## src/rtl/dpram_copy_dma_if.sv

```systemverilog
`default_nettype none
// ============================================================================
// Module   : dpram_copy_dma_if
// Brief    : Port A (read) / port B (write) bus between the copy engine and a
//            dpram_r2w1 instance.
// Revision : 1.0
// ============================================================================
interface dpram_copy_dma_if #(
  parameter int ADDR_W = 12,
  parameter int DATA_W = 16
);
  logic              a_ce;
  logic              a_we;
  logic [ADDR_W-1:0] a_addr;
  logic [DATA_W-1:0] a_write;
  logic [DATA_W-1:0] a_read;
  logic              b_ce;
  logic              b_we;
  logic [ADDR_W-1:0] b_addr;
  logic [DATA_W-1:0] b_write;

  modport master (
    output a_ce, a_we, a_addr, a_write,
    input  a_read,
    output b_ce, b_we, b_addr, b_write
  );

  modport slave (
    input  a_ce, a_we, a_addr, a_write,
    output a_read,
    input  b_ce, b_we, b_addr, b_write
  );
endinterface
`default_nettype wire

```

## src/rtl/dpram_copy_dma.sv

```systemverilog
`default_nettype none
// ============================================================================
// Module   : dpram_copy_dma
// Brief    : Block copy engine: one RAM read and one RAM write per cycle.
//            Define DPRAM_COPY_DMA_CHECKSUM_EN to add the XOR checksum output.
// Revision : 1.0
// ============================================================================
module dpram_copy_dma #(
  parameter int ADDR_W = 12,
  parameter int DATA_W = 16
) (
  input  logic              clk,
  input  logic              reset_n,
  input  logic              start,
  input  logic              abort,
  input  logic [ADDR_W-1:0] src,
  input  logic [ADDR_W-1:0] dst,
  input  logic [ADDR_W:0]   len,
  output logic              busy,
  output logic              done,
  output logic              aborted,
`ifdef DPRAM_COPY_DMA_CHECKSUM_EN
  output logic [DATA_W-1:0] csum,
`endif
  dpram_copy_dma_if.master  ram
);

  typedef enum logic [1:0] {
    S_IDLE  = 2'd0,
    S_READ  = 2'd1,
    S_DRAIN = 2'd2,
    S_DONE  = 2'd3
  } state_t;

  localparam logic [ADDR_W:0]   c_len_max  = {1'b1, {ADDR_W{1'b0}}};
  localparam logic [ADDR_W:0]   c_one_len  = {{ADDR_W{1'b0}}, 1'b1};
  localparam logic [ADDR_W-1:0] c_one_addr = {{(ADDR_W-1){1'b0}}, 1'b1};

  state_t            r_state;
  state_t            w_state_nxt;
  logic [ADDR_W-1:0] r_src;
  logic [ADDR_W-1:0] r_dst;
  logic [ADDR_W:0]   r_len;
  logic [ADDR_W:0]   r_idx;   // number of reads issued so far
  logic              r_abort_req;
  logic              r_aborted;

  logic              w_accept;
  logic [ADDR_W:0]   w_len_clamped;
  logic              w_last_read;
  logic [ADDR_W-1:0] w_wr_addr;
  logic              w_b_en;
  logic [DATA_W-1:0] w_rd_data;

  // A new copy may start from IDLE or in the DONE cycle, giving back-to-back copies.
  assign w_accept      = start && ((r_state == S_IDLE) || (r_state == S_DONE));
  assign w_len_clamped = (len > c_len_max) ? c_len_max : len;
  assign w_last_read   = (r_idx == (r_len - c_one_len));
  assign w_wr_addr     = r_dst + r_idx[ADDR_W-1:0] - c_one_addr;
  assign w_rd_data     = ram.a_read;

  assign ram.a_we    = 1'b0;
  assign ram.a_write = '0;
  assign ram.b_ce    = w_b_en;
  assign ram.b_we    = w_b_en;
  assign ram.b_write = w_rd_data;

  assign busy    = (r_state == S_READ) || (r_state == S_DRAIN);
  assign done    = (r_state == S_DONE);
  assign aborted = r_aborted;

  always_comb begin
    w_state_nxt = r_state;
    ram.a_ce    = 1'b0;
    ram.a_addr  = '0;
    w_b_en      = 1'b0;
    ram.b_addr  = '0;
    case (r_state)
      S_IDLE, S_DONE: begin
        if (w_accept) begin
          w_state_nxt = (w_len_clamped == '0) ? S_DRAIN : S_READ;
        end else begin
          w_state_nxt = S_IDLE;
        end
      end
      S_READ: begin
        ram.a_ce   = 1'b1;
        ram.a_addr = r_src + r_idx[ADDR_W-1:0];
        if (r_idx != '0) begin
          w_b_en     = 1'b1;
          ram.b_addr = w_wr_addr;
        end
        if (abort || w_last_read) begin
          w_state_nxt = S_DRAIN;
        end
      end
      S_DRAIN: begin
        if (r_idx != '0) begin
          w_b_en     = 1'b1;
          ram.b_addr = w_wr_addr;
        end
        w_state_nxt = S_DONE;
      end
      default: w_state_nxt = S_IDLE;
    endcase
  end

  always_ff @(posedge clk or negedge reset_n) begin
    if (!reset_n) begin
      r_state     <= S_IDLE;
      r_src       <= '0;
      r_dst       <= '0;
      r_len       <= '0;
      r_idx       <= '0;
      r_abort_req <= 1'b0;
      r_aborted   <= 1'b0;
    end else begin
      r_state <= w_state_nxt;
      if (w_accept) begin
        r_src       <= src;
        r_dst       <= dst;
        r_len       <= w_len_clamped;
        r_idx       <= '0;
        r_abort_req <= 1'b0;
        r_aborted   <= 1'b0;
      end else begin
        if (r_state == S_READ) begin
          r_idx <= r_idx + c_one_len;
          if (abort) begin
            r_abort_req <= 1'b1;
          end
        end
        // aborted becomes visible together with the done pulse.
        if (r_state == S_DRAIN) begin
          r_aborted <= r_abort_req;
        end
      end
    end
  end

`ifdef DPRAM_COPY_DMA_CHECKSUM_EN
  logic [DATA_W-1:0] r_csum;

  always_ff @(posedge clk or negedge reset_n) begin
    if (!reset_n) begin
      r_csum <= '0;
    end else if (w_accept) begin
      r_csum <= '0;
    end else if (w_b_en) begin
      r_csum <= r_csum ^ w_rd_data;
    end
  end

  assign csum = r_csum;
`endif

endmodule
`default_nettype wire
```

## src/flat_wrapper.sv

```systemverilog
// flat-port wrapper written by rule: the top's interface ports become plain ports
module dpram_copy_dma_flat 
#(
  parameter int ADDR_W = 12,
  parameter int DATA_W = 16
)
  (clk, reset_n, start, abort, src, dst, len, busy, done, aborted, ram_a_ce, ram_a_we, ram_a_addr, ram_a_write, ram_a_read, ram_b_ce, ram_b_we, ram_b_addr, ram_b_write);
  dpram_copy_dma_if #(.ADDR_W(ADDR_W), .DATA_W(DATA_W)) ram_i ();
  input  logic clk;
  input  logic reset_n;
  input  logic start;
  input  logic abort;
  input  logic [ADDR_W-1:0] src;
  input  logic [ADDR_W-1:0] dst;
  input  logic [ADDR_W:0] len;
  output logic busy;
  output logic done;
  output logic aborted;
  output wire logic [$bits(ram_i.a_ce)-1:0] ram_a_ce;
  output wire logic [$bits(ram_i.a_we)-1:0] ram_a_we;
  output wire logic [$bits(ram_i.a_addr)-1:0] ram_a_addr;
  output wire logic [$bits(ram_i.a_write)-1:0] ram_a_write;
  input wire logic [$bits(ram_i.a_read)-1:0] ram_a_read;
  output wire logic [$bits(ram_i.b_ce)-1:0] ram_b_ce;
  output wire logic [$bits(ram_i.b_we)-1:0] ram_b_we;
  output wire logic [$bits(ram_i.b_addr)-1:0] ram_b_addr;
  output wire logic [$bits(ram_i.b_write)-1:0] ram_b_write;
  assign ram_a_ce = ram_i.a_ce;
  assign ram_a_we = ram_i.a_we;
  assign ram_a_addr = ram_i.a_addr;
  assign ram_a_write = ram_i.a_write;
  assign ram_i.a_read = ram_a_read;
  assign ram_b_ce = ram_i.b_ce;
  assign ram_b_we = ram_i.b_we;
  assign ram_b_addr = ram_i.b_addr;
  assign ram_b_write = ram_i.b_write;
  dpram_copy_dma #(.ADDR_W(ADDR_W), .DATA_W(DATA_W)) u_core (.clk(clk), .reset_n(reset_n), .start(start), .abort(abort), .src(src), .dst(dst), .len(len), .busy(busy), .done(done), .aborted(aborted), .ram(ram_i));
endmodule
```

## config.mk

```make
export PLATFORM = sky130hd
export DESIGN_NAME = dpram_copy_dma_flat
export DESIGN_NICKNAME = d
export VERILOG_FILES = /design/src/rtl/dpram_copy_dma_if.sv /design/src/rtl/dpram_copy_dma.sv /design/src/flat_wrapper.sv
export SDC_FILE = /design/constraint.sdc
export NUM_CORES = 1
export LEC_CHECK = 0
export CORE_UTILIZATION = 30
export CTS_BUF_LIST = sky130_fd_sc_hd__clkbuf_8 sky130_fd_sc_hd__clkbuf_16
export CTS_CLUSTER_SIZE = 20
export DETAILED_ROUTE_END_ITERATION = 6
export PLACE_DENSITY = 0.64
export SETUP_SLACK_MARGIN = 0.15
export SYNTH_ARGS = -nofsm -noshare
export SYNTH_HDL_FRONTEND = slang
export SYNTH_SLANG_ARGS = --single-unit
```

## constraint.sdc

```tcl
create_clock -name clk -period 4.4 [get_ports clk]
set_input_delay 1.32 -clock clk [delete_from_list [all_inputs] [get_ports clk]]
set_output_delay 1.32 -clock clk [all_outputs]
set_load 0.02 [all_outputs]
```

==> results of run 1 <==
[Yosys cell counts (2+ instances only)]
cell type and n:
a21boi_0 2, nand3_1 7, nand2_1 76, mux2i_1 10, o211ai_1 2, inv_1 58
a21o_1 6, buf_4 34, o21bai_1 3, and4_1 3, a221oi_1 4, a2111oi_0 2
xnor2_1 26, xor2_1 9, dfrtp_1 54, o21ai_0 29, clkbuf_1 13, or3_1 4
a21oi_1 17, a2111o_1 2, nor2b_1 2, fa_1 2, nor2_1 36, a22o_1 9
nand2b_1 7, ha_1 38, o2111ai_1 2, and2_1 5, and3_1 5, o21a_1 5
nor4_1 10, or4_1 2, nor3_1 9
[area by class of cell]
cell class              count  area, sq um
inverters                  58          218
flip-flops and latches     54         1350
well taps                 176          220
repair buffers             87          820
fillers                  1404         8280
clock buffers               5          125
multi-input cells         362         2410
clock inverters             3         26.3
[power breakdown]
part,switching (mW),total (mW),internal [mW]
clock,0.201,0.418,0.217
sequential,0.152,0.837,0.684
combinational,1.36,2.39,1.03
total,1.71,3.64,1.93
[how the worst min path moves through the flow]
stage | cells after the start | endpoint | slack [ps]
floorplan | 2 | u_core.r_src[0] | 450
global placement | 2 | u_core.r_src[7] | 460
detailed placement | 2 | u_core.r_src[9] | 470
CTS | 2 | u_core.r_src[6] | 500
global route | 2 | u_core.r_src[6] | 520
finish | 2 | u_core.r_src[10] | 490
[kinds of logic after synthesis]
group / after synthesis
DFF: 54
other: 1
and+or+nand+nor: 171
AOI/OAI and AO/OA: 89
buffers and inverters: 106
muxes: 10
xor gates and xnor gates: 35
adders and majority gates: 40
[timing repair]
action                     in CTS  in global routing
setup endpoints to repair      11                 14
setup buffers                   0                  0
hold buffers                    0                  0
gates resized for setup        18                 23
pin swaps                       1                  2
[layer usage]
layer | vias up | global-route usage (%) | routed length, um
met5 | - | 0 | 0
met1 | 1687 | 20.3 | 4750
met2 | 106 | 26.1 | 5150
met4 | 0 | 4.61 | 175
met3 | 13 | 2.28 | 629
li1 | 1769 | - | -
[state kept, by name (all words and copies together), names as in the netlist]
name,flops
u_core.aborted,1
u_core.r_idx,13
u_core.r_dst,12
u_core.r_len,13
u_core.r_state,2
u_core.r_src,12
u_core.r_abort_req,1
[metrics by stage]
step	utilization [%]	area (sq um)	setup slack (ps)	power [mW]	hold slack, ps
6_report	38.4	5170	153	3.64	492
5_1_grt	38.4	5170	17.6	3.98	522
4_1_cts	38.2	5140	76.0	3.63	496
3_5_place_dp	37.1	4980	34.1	3.20	475
3_3_place_gp	37.1	4980	73.4	3.14	464
2_1_floorplan	-	4250	369	2.47	450
[worst max-delay path, cell delays in order (launching register included)]
cell,delay [ps]
dfrtp_1,410
ha_1,240
fa_1,410
a21o_1,190
a21oi_2,170
o21ai_1,140
a2111oi_2,410
buf_4,180
o21a_1,110
o21a_1,130
clkdlybuf4s15_2,250
==> flow_summary.json, run 1 <==
{
  "ant_nets": 0,
  "syn_inst": 506,
  "drtIter0Drc": 183,
  "synthMuxAreaShare_pct": 2.39,
  "min_period_ps": 4250,
  "critPathLaunch": "u_core.r_idx[0]",
  "dieWidth_um": 120,
  "hold_viol_final": 0,
  "synth_area_leaders": "dfrtp_1, ha_1, nand2_1",
  "synth_edf_count": 0,
  "wl_um": 10700,
  "syn_area_sq_um": 4190,
  "htree_levels": 2,
  "r2r_slack_ps": 1630,
  "synth_compound_area_share_pct": 14.2,
  "critPathArrivalTime_ps": 2930,
  "antenna_found_initial": 0,
  "overflow": 0,
  "final_cells": 745,
  "cts_tree": "done",
  "synth_top_family_by_area": "simple AND/OR/NAND/NOR gates",
  "final_cell_mix": "nand2_1, inv_1, clkdlybuf4s50_1",
  "timing.rr.start": "u_core.r_len[0]",
  "grt_pass1_vias": 3672,
  "pin_count": 120,
  "die_h_um": 120,
  "drc": 0,
  "status": "complete, no violations",
  "hp-class": "reg -> reg",
  "synth_ff_type": "dfrtp_1",
  "peakVddDrop_mv": 0.460,
  "r2r_cells": 8,
  "ys_seq_elements": 54,
  "max-slew-margin-rel_pct": 34.9,
  "rsz0062_at_grt": "yes",
  "worst-setup-path-type": "reg -> out",
  "slew_violations": 0,
  "worst_pin_slew_ps": 976,
  "drt_pass1_iterations": 4,
  "dp_cells": 737,
  "cts_buffer_depth": 2,
  "die_area_sq_um": 14400,
  "endpoint": "ram_a_addr[10]",
  "synthArstFlopShare_pct": 100,
  "cts_buffers": 5,
  "yosysWarningCount": 0,
  "area_delta_synth_final_pct": 23.4,
  "required_ps": 3080,
  "track_usage_pct": 15.5,
  "yosysTopAreaCellShare_pct": 32.3,
  "vias_per_cell": 4.80,
  "r2r_end": "u_core.r_state[1]",
  "drv_cap": 0,
  "crit_fanout": 3,
  "fin_nets": 665,
  "vias": 3575,
  "tns_ps": 0,
  "min_from": "u_core.r_src[10]",
  "syn_avg_cell_area_sq_um": 8.28,
  "coreArea_sq_um": 13500,
  "yosys.area.top_type": "dfrtp_1",
  "drive_gt1_share_pct": 7.21,
  "clk_pin_slew_ps": 80,
  "synth.distinct_cells": 46,
  "cp-start-kind": "register",
  "synthSimpleGateAreaFrac_pct": 18.9,
  "clock-sinks": 54,
  "grt_pass1_wl_um": 17900,
  "start_util_pct": 31.1,
  "clk-insertion-delay-late_ps": 300,
  "synth_xor_area_share_pct": 7.32,
  "end_kind": "primary output",
  "finClkSkew_ps": 9.56,
  "fin_crit_sh_pct": 96.5,
  "leakagePower_nw": 2.55,
  "p_per_area_nw_per_um2": 704,
  "mostFrequentLayoutCell": "nand2_1",
  "io_buffers": 70,
  "post-dp-hpwl_um": 8110,
  "wl_per_cell_um": 14.4,
  "setup_viol": 0,
  "routabilityCongestion": 0.886,
  "antenna_cells": 0,
  "rows": 42,
  "grt_max_degree": 55,
  "yosysSeqAreaShare_pct": 32.3,
  "root_buffer": "clkbuf_16",
  "yosys.area_share.adder_pct": 12.3,
  "fmax_ghz": 0.235
}
(Power assumes the default switching activity.)
==> run 2, diff against run 1 <==
--- a/config.mk
+++ b/config.mk
@@ -5,11 +5,12 @@
 export SDC_FILE = /design/constraint.sdc
 export NUM_CORES = 1
 export LEC_CHECK = 0
+export CORE_ASPECT_RATIO = 1.2
 export CORE_UTILIZATION = 30
 export CTS_BUF_LIST = sky130_fd_sc_hd__clkbuf_8 sky130_fd_sc_hd__clkbuf_16
 export CTS_CLUSTER_SIZE = 20
 export DETAILED_ROUTE_END_ITERATION = 6
-export PLACE_DENSITY = 0.64
+export PLACE_DENSITY = 0.63
 export SETUP_SLACK_MARGIN = 0.15
 export SYNTH_ARGS = -nofsm -noshare
 export SYNTH_HDL_FRONTEND = slang
==> run 2 against run 1 <==
  * Flip-flop and latch count is the same
  * Count of clock-buffer cells in the layout is the same
  * Critical path depth grew 5
  * Power grew 2.1%
  * Non-clock buffer count grew 6
  * Sequential share of layout area shrank 0.057 points
  * Maximum frequency grew 2.9%
  * Clock power shrank 1%
  * Hold slack lost 5.1 ps
==> flow_summary.json, run 2 (synthesized netlist as in run 1, its figures left out) <==
{
  "post-dp-hpwl_um": 8220,
  "cp_common_cell": "buf_4",
  "wl_per_cell_um": 14.3,
  "grt_max_degree": 55,
  "dieWidth_um": 110,
  "io_buffers": 70,
  "vias_per_cell": 4.85,
  "critPathArrivalTime_ps": 2810,
  "rows": 46,
  "finClkSkew_ps": 6.72,
  "mostFrequentLayoutCell": "nand2_1",
  "clock-sinks": 54,
  "final_area_sq_um": 5180,
  "antenna_cells": 0,
  "drc": 0,
  "postLayoutCoreUtil_pct": 38.6,
  "end_kind": "primary output",
  "cts_buffers": 5,
  "fmax_ghz": 0.242,
  "root_buffer": "clkbuf_16",
  "setup_viol": 0,
  "status": "complete, no violations",
  "fin_crit_sh_pct": 93.8,
  "hold_viol_final": 0,
  "cts_tree": "done",
  "cpMaxStageDelayCell": "dfrtp_1",
  "fin_nets": 671,
  "max-slew-margin-rel_pct": 37.4,
  "coreArea_sq_um": 13400,
  "clk-insertion-delay-late_ps": 300,
  "largest_registers": "u_core.r_idx (13), u_core.r_len (13)",
  "drive_gt1_share_pct": 8.70,
  "clk_pin_slew_ps": 70,
  "setup_ws_ps": 274,
  "drt_pass1_iterations": 4,
  "place_ws_ps": -4.87,
  "antenna_found_initial": 0,
  "grt_pass1_vias": 3746,
  "crit_path_max_incr_delay_ps": 360,
  "place_area_sq_um": 4980,
  "min_period_ps": 4130,
  "drv_cap": 0,
  "wl_um": 10700,
  "ant_nets": 0,
  "routabilityCongestion": 0.837,
  "crit_fanout": 3,
  "drtIter0Drc": 118,
  "die_area_sq_um": 14400,
  "cp-start-kind": "register",
  "area_delta_synth_final_pct": 23.7,
  "pin_count": 120,
  "start_util_pct": 31.2,
  "vias": 3606,
  "final_cells": 743,
  "rsz0062_at_grt": "yes",
  "hp-class": "reg -> reg",
  "dp_cells": 730,
  "leakagePower_nw": 2.50,
  "cts_buffer_depth": 2,
  "worst-setup-path-type": "reg -> out",
  "required_ps": 3080,
  "crit_path_cell_trace": "inv_2 > ha_1 > inv_1 > ha_1 > inv_1 > fa_2 > nor2b_2 > o21ai_1 > a21boi_2 > buf_4 > buf_4 > o2111ai_1 > and3_1 > nor3_2 > buf_4",
  "slew_violations": 0,
  "die_h_um": 131,
  "htree_levels": 2,
  "grt_pass1_wl_um": 17700,
  "overflow": 0,
  "final_cell_mix": "nand2_1, clkdlybuf4s50_1, inv_1",
  "peakVddDrop_mv": 0.514,
  "p_per_area_nw_per_um2": 717,
  "tns_ps": 0,
  "track_usage_pct": 15.6,
  "worst_pin_slew_ps": 939
}
## run 2: changes by cell type in the layout (fill, tap and decap cells not counted), sizes merged
cell | before | now
dlymetal6s2s | 7 | 2
buf | 21 | 25
clkbuf | 6 | 9
clkdlybuf4s50 | 55 | 58
dlygate4sd2 | 2 | 4
clkdlybuf4s15 | 1 | 0
## run 2: timing repair
action / in CTS / in global routing
buffers inserted: 5 / 0
hold buffers: 0 / 0
pin swaps: 1 / 0
endpoints found under the setup margin: 9 / 14
gates resized for setup: 22 / 18
## run 2: cell type report
class,count,area (sq um)
fill,1382,8230
multi-input combinational,362,2410
sequential,54,1350
timing repair buffer,93,846
inverter,58,218
tap,168,210
clock buffer,5,125
clock inverter,3,22.5
## run 2: worst max-delay path, delay by kind of cell (launching register included)
kind            cells  cell delay (ps)
compound gates      3              380
fa+ha+maj           3              780
buf+inv             6              560
flops               1              360
simple gates        3              410
## run 2: per-layer routing
| layer | vias to the layer above | global-route usage, % | routed length (um) |
|---|---|---|---|
| li1 | 1785 | - | - |
| met1 | 1717 | 18.8 | 4650 |
| met2 | 83 | 26.9 | 5350 |
| met3 | 21 | 2.43 | 380 |
| met4 | 0 | 6.37 | 290 |
| met5 | - | 0 | 0 |
## run 2: report_power, final
group | switching, mW | internal [mW] | leakage, nW
logic | 1.37 | 1.09 | 1.73
clock network | 0.198 | 0.215 | 0.0746
registers | 0.151 | 0.684 | 0.696
total | 1.72 | 1.99 | 2.50
## run 2: through the flow
stage | hold WS, ps | power (mW)
6_report | 487 | 3.72
5_1_grt | 504 | 4.07
4_1_cts | 490 | 3.71
3_5_place_dp | 475 | 3.22
3_3_place_gp | 463 | 3.17
2_1_floorplan | 450 | 2.47
## run 2: worst paths after layout
check,slack [ps],endpoint,depth (start not counted),from
setup / recovery,270,ram_b_addr[11],15,u_core.r_idx[1]
min in group asynchronous,1150,u_core.r_src[10],1,reset_n
setup reg to reg,1550,u_core.r_state[1],8,u_core.r_len[0]
max in group asynchronous,2450,u_core.r_src[3],2,reset_n
hold / removal,490,u_core.r_src[6],2,u_core.r_src[6]
hold reg to reg,490,u_core.r_src[6],2,u_core.r_src[6]
